===== src/rtl/seq_magnitude_comp.sv =====
// Multi-cycle MSB-first magnitude comparator with start/busy/done handshake.
// Define SIGNED_CMP_EN to add the signed_mode port for two's-complement compares.
module seq_magnitude_comp #(
  parameter int WIDTH = 32,
  parameter int DIGIT = 4
) (
  input  logic             clk,
  input  logic             rst,
  input  logic             start,
  input  logic [WIDTH-1:0] A,
  input  logic [WIDTH-1:0] B,
`ifdef SIGNED_CMP_EN
  input  logic             signed_mode,
`endif
  output logic             busy,
  output logic             done,
  output logic             A_great_B,
  output logic             A_equal_B,
  output logic             A_less_B
);

  localparam int N     = WIDTH / DIGIT;
  localparam int IDX_W = (N > 1) ? $clog2(N) : 1;
  localparam logic [IDX_W-1:0] LAST_IDX = IDX_W'(N - 1);

  typedef enum logic {IDLE, SCAN} state_t;

  state_t           state, state_n;
  logic [IDX_W-1:0] idx, idx_n;
  logic [WIDTH-1:0] a_sh, b_sh;
  logic             busy_n, done_n, great_n, equal_n, less_n;
  logic             load, shift;
  logic [DIGIT-1:0] a_cmp, b_cmp;
`ifdef SIGNED_CMP_EN
  logic             sm_reg;
`endif

  always_ff @(posedge clk) begin
    if (rst) begin
      state     <= IDLE;
      idx       <= '0;
      busy      <= 1'b0;
      done      <= 1'b0;
      A_great_B <= 1'b0;
      A_equal_B <= 1'b0;
      A_less_B  <= 1'b0;
    end else begin
      state     <= state_n;
      idx       <= idx_n;
      busy      <= busy_n;
      done      <= done_n;
      A_great_B <= great_n;
      A_equal_B <= equal_n;
      A_less_B  <= less_n;
    end
  end

  // Operands shift left so the slice under test always sits at the top.
  always_ff @(posedge clk) begin
    if (load) begin
      a_sh <= A;
      b_sh <= B;
`ifdef SIGNED_CMP_EN
      sm_reg <= signed_mode;
`endif
    end else if (shift) begin
      a_sh <= a_sh << DIGIT;
      b_sh <= b_sh << DIGIT;
    end
  end

  always_comb begin
    state_n = state;
    idx_n   = idx;
    busy_n  = busy;
    done_n  = 1'b0;
    great_n = A_great_B;
    equal_n = A_equal_B;
    less_n  = A_less_B;
    load    = 1'b0;
    shift   = 1'b0;
    a_cmp   = a_sh[WIDTH-1 -: DIGIT];
    b_cmp   = b_sh[WIDTH-1 -: DIGIT];
`ifdef SIGNED_CMP_EN
    // Flipping the sign bit maps two's-complement order onto unsigned order.
    if (sm_reg && (idx == '0)) begin
      a_cmp[DIGIT-1] = ~a_cmp[DIGIT-1];
      b_cmp[DIGIT-1] = ~b_cmp[DIGIT-1];
    end
`endif
    case (state)
      IDLE: begin
        if (start) begin
          load    = 1'b1;
          idx_n   = '0;
          busy_n  = 1'b1;
          state_n = SCAN;
        end
      end
      SCAN: begin
        if (a_cmp != b_cmp) begin
          great_n = (a_cmp > b_cmp);
          less_n  = (a_cmp < b_cmp);
          equal_n = 1'b0;
          done_n  = 1'b1;
          busy_n  = 1'b0;
          state_n = IDLE;
        end else if (idx == LAST_IDX) begin
          great_n = 1'b0;
          less_n  = 1'b0;
          equal_n = 1'b1;
          done_n  = 1'b1;
          busy_n  = 1'b0;
          state_n = IDLE;
        end else begin
          idx_n = idx + IDX_W'(1);
          shift = 1'b1;
        end
      end
      default: state_n = IDLE;
    endcase
  end

endmodule

===== config.mk =====
export PLATFORM = sky130hd
export DESIGN_NAME = seq_magnitude_comp
export DESIGN_NICKNAME = d
export VERILOG_FILES = /design/src/rtl/seq_magnitude_comp.sv
export SDC_FILE = /design/constraint.sdc
export NUM_CORES = 1
export LEC_CHECK = 0
export CAP_MARGIN = 40
export CELL_PAD_IN_SITES_DETAIL_PLACEMENT = 1
export CELL_PAD_IN_SITES_GLOBAL_PLACEMENT = 1
export CORE_MARGIN = 2
export CORE_UTILIZATION = 35
export CTS_CLUSTER_SIZE = 40
export DETAILED_ROUTE_END_ITERATION = 7
export GPL_TIMING_DRIVEN = 0
export PLACE_DENSITY = 0.81
export SETUP_SLACK_MARGIN = 0.2
export SYNTH_ARGS = -nofsm -noshare
export SYNTH_HDL_FRONTEND = slang
export SYNTH_SLANG_ARGS = --single-unit

===== constraint.sdc =====
create_clock -name clk -period 3.8 [get_ports clk]
set_clock_uncertainty 0.1 [all_clocks]
set_input_delay 0.95 -clock clk [delete_from_list [all_inputs] [get_ports clk]]
set_output_delay 0.95 -clock clk [all_outputs]
set_load 0.05 [all_outputs]

==> summary.txt <==
GRT
  • Number of global-route vias before repair: 2,431
  • Initial antenna violation count: 0
  • All-layer global routing usage: 15.32%
  • Global route overflow: 0
  • First-pass GRT wire length: 11,560 microns
  • Pin count of the biggest net entering global routing: 60

Floorplanning
  • Die Width: 99.20 microns
  • Die ar.: 9840 sq um
  • Row Count: 34
  • IO Pins: 72
  • Core area: 8763 sq um
  • Starting Density: 36.19%
  • Die H: 99.20 microns

Placement
  • Placed Area: 4048 sq um
  • PortBufs: 71
  • DP HPWL: 5067 microns
  • Pre-CTS setup slack: 1135 ps
  • Gpl congestion: 0.7557

Detailed routing
  • 1st-iter DRT viols: 47
  • Routed WL per cell: 14.45 microns
  • Via density: 4.677
  • Routed wire length: 7212 microns
  • Antenna Violating Nets Remaining: 0
  • DRC viols: 0
  • Via count: 2,334
  • Drt first pass iters: 4

Synthesis
  • Yosys cell types: 27
  • Syn_area_per_cell: 10.47 sq um
  • Syn Std Cell Area: 3172 sq um
  • Sequential-to-total area share from yosys stat: 66.27%
  • Yosys reg bits: 73
  • Post-synth top area share: 60.59%
  • Cells after Synth: 303
  • Mapped Nets: 376
  • Synth area leader: edfxtp_1
  • Synth area leaders: edfxtp_1, nand2_1, dfxtp_1, ha_1, and2_1
  • Synth warn: 0

STA
  • RSZ-0062 raised after global routing: false
  • Slew margin rel.: 65.64%
  • Final worst slack: 1236 ps
  • Max Fclk: 390.0 MHz
  • Worst slew pin tran: 515.4 ps
  • Fin. Hold Viols: 0
  • Setup violators final: 0
  • Crit path time final: 2564 ps
  • Final Cycle Share: 67.47%
  • Pins Over Slew Limit: 0

Worst setup path
  • Crit start category: flop
  • Kind of critical path: reg2out
  • Worst path arrival time: 1510 ps
  • Crit path max-delay family: buffers and inverters
  • CP Max Fanout: 2
  • Worst stage delay on the critical path: 810 ps
  • Bufs and invs on worst path: 1
  • R2R Path Start: a_sh[31]
  • Critical Path Sink Type: primary output
  • Crit path from: busy
  • Critical-path cell list: clkdlybuf4s50_1
  • Slowest cell on the critical path: clkdlybuf4s50_1
  • Crit path required time: 2750 ps

Clock network
  • Hold_buf cts: 0
  • Clock slew at reported path FFs: 80 ps
  • Setup Fix Bufs, Post-CTS: 0
  • PostCTS Resize Cnt: 0
  • Cell at the root of the clock tree: clkbuf_8
  • CTS sink count: 73
  • CTS H-tree depth: 3
  • Clk buf depth: 2
  • Clock latency on the worst-skew pair: 350 ps
  • CTS buffer count: 9
  • CTS tree: yes

Hold path
  • Worst hold path type: reg2reg
  • Hold_sp: A_great_B

Run status
  • Status: finished, final reports clean

Finish
  • Layout Nets: 459
  • Diodes inserted: 0
  • Commonest non-fill, non-tap cells in the layout: nand2_1, clkdlybuf4s50_1, edfxtp_1
  • Commonest non-fill, non-tap cell in the layout: nand2_1
  • Ratio of cells with drive above 1 in the final layout: 8.184%
  • Area Overhead vs Synth: 32.47%
  • Final Cell Area: 4202 sq um

Run
  • Max-Cap Viols: 0

Pwr
  • Power Density: 418.3 nW/um^2
  • Lkg Pwr: 1.774 nW
  • Total power: 0.001758 W
  • Peak VDD IR: 0.1806 mV
[path summary, 6_finish.rpt]
kind | endpoint | slack, ps | cells after the start
worst max-delay path | busy | 1240 | 1
worst min-delay path | A_great_B | 370 | 1
worst max register to register | b_sh[31] | 1520 | 5
worst min register to register | A_great_B | 370 | 1
[area by class of cell]
| type | count | area (sq um) |
|---|---|---|
| plain buffers | 14 | 83.83 |
| clock buffers | 11 | 131.4 |
| clock inverters | 5 | 22.52 |
| fillers | 987 | 4562 |
| inverters | 5 | 18.77 |
| multi-input cells | 211 | 969.7 |
| flip-flops and latches | 73 | 2102 |
| well taps | 108 | 135.1 |
| repair buffers | 72 | 738.2 |
[stage by stage]
step	hold WS, ps	cells	TNS [ps]	utilization (%)
2_1_floorplan	358.3	303	0	-
3_3_place_gp	345.4	482	-30360	45.85
3_5_place_dp	356.5	483	0	46.19
4_1_cts	374.7	499	0	47.94
5_1_grt	397.8	499	0	47.94
6_report	372.5	499	0	47.94
[logic make-up after synthesis]
| kind of cell | Yosys count | share of synthesized area, % |
|---|---|---|
| compound gates | 11 | 2.288 |
| fa+ha+maj | 6 | 2.367 |
| buf+inv | 19 | 3.235 |
| flops | 73 | 66.27 |
| mux | 1 | 0.4732 |
| simple gates | 193 | 25.36 |
[synthesized netlist by cell type]
| cell type | number |
|---|---|
| a211oi_1 | 1 |
| nor2_1 | 1 |
| and2b_1 | 1 |
| nand3b_1 | 2 |
| nand2b_1 | 1 |
| dfxtp_1 | 9 |
| buf_6 | 2 |
| inv_1 | 5 |
| and2_1 | 8 |
| clkbuf_1 | 1 |
| nand2_1 | 173 |
| or2_1 | 2 |
| o2bb2ai_1 | 1 |
| a21oi_1 | 5 |
| nor3b_4 | 1 |
| edfxtp_1 | 64 |
| and2_2 | 1 |
| a32o_1 | 1 |
| ha_1 | 6 |
| nand4_4 | 1 |
| nor2b_1 | 2 |
| a21oi_2 | 1 |
| o21a_1 | 1 |
| o21ai_0 | 1 |
| buf_2 | 10 |
| buf_4 | 1 |
| mux2_4 | 1 |
[state kept, by name (all words and copies together), names as in the netlist]
register	cells
idx	3
a_sh	32
A_less_B	1
state	1
b_sh	32
done	1
busy	1
A_equal_B	1
A_great_B	1
[per-layer routing]
metal	vias up	GRT usage [%]	share of wire, %
met4	0	6.639	2.0
met1	1119	18.15	44
met3	12	3.233	4.0
met2	51	26.87	50
li1	1152	-	-
met5	-	0	0
[where the power goes]
group	internal [W]	switching [W]	total, W
combinational	0.000125	0.000137	0.000262
clock	0.000230	0.000286	0.000516
sequential	0.000960	0.0000203	0.000980
[worst register-to-register path, cell delays in order, from the launching register on]
cell and delay [ps]:
edfxtp_1 370, ha_1 380, nand4_4 170, nor3b_4 330, or2_4 260, buf_16 280
Power figures use the tool's default switching activity.
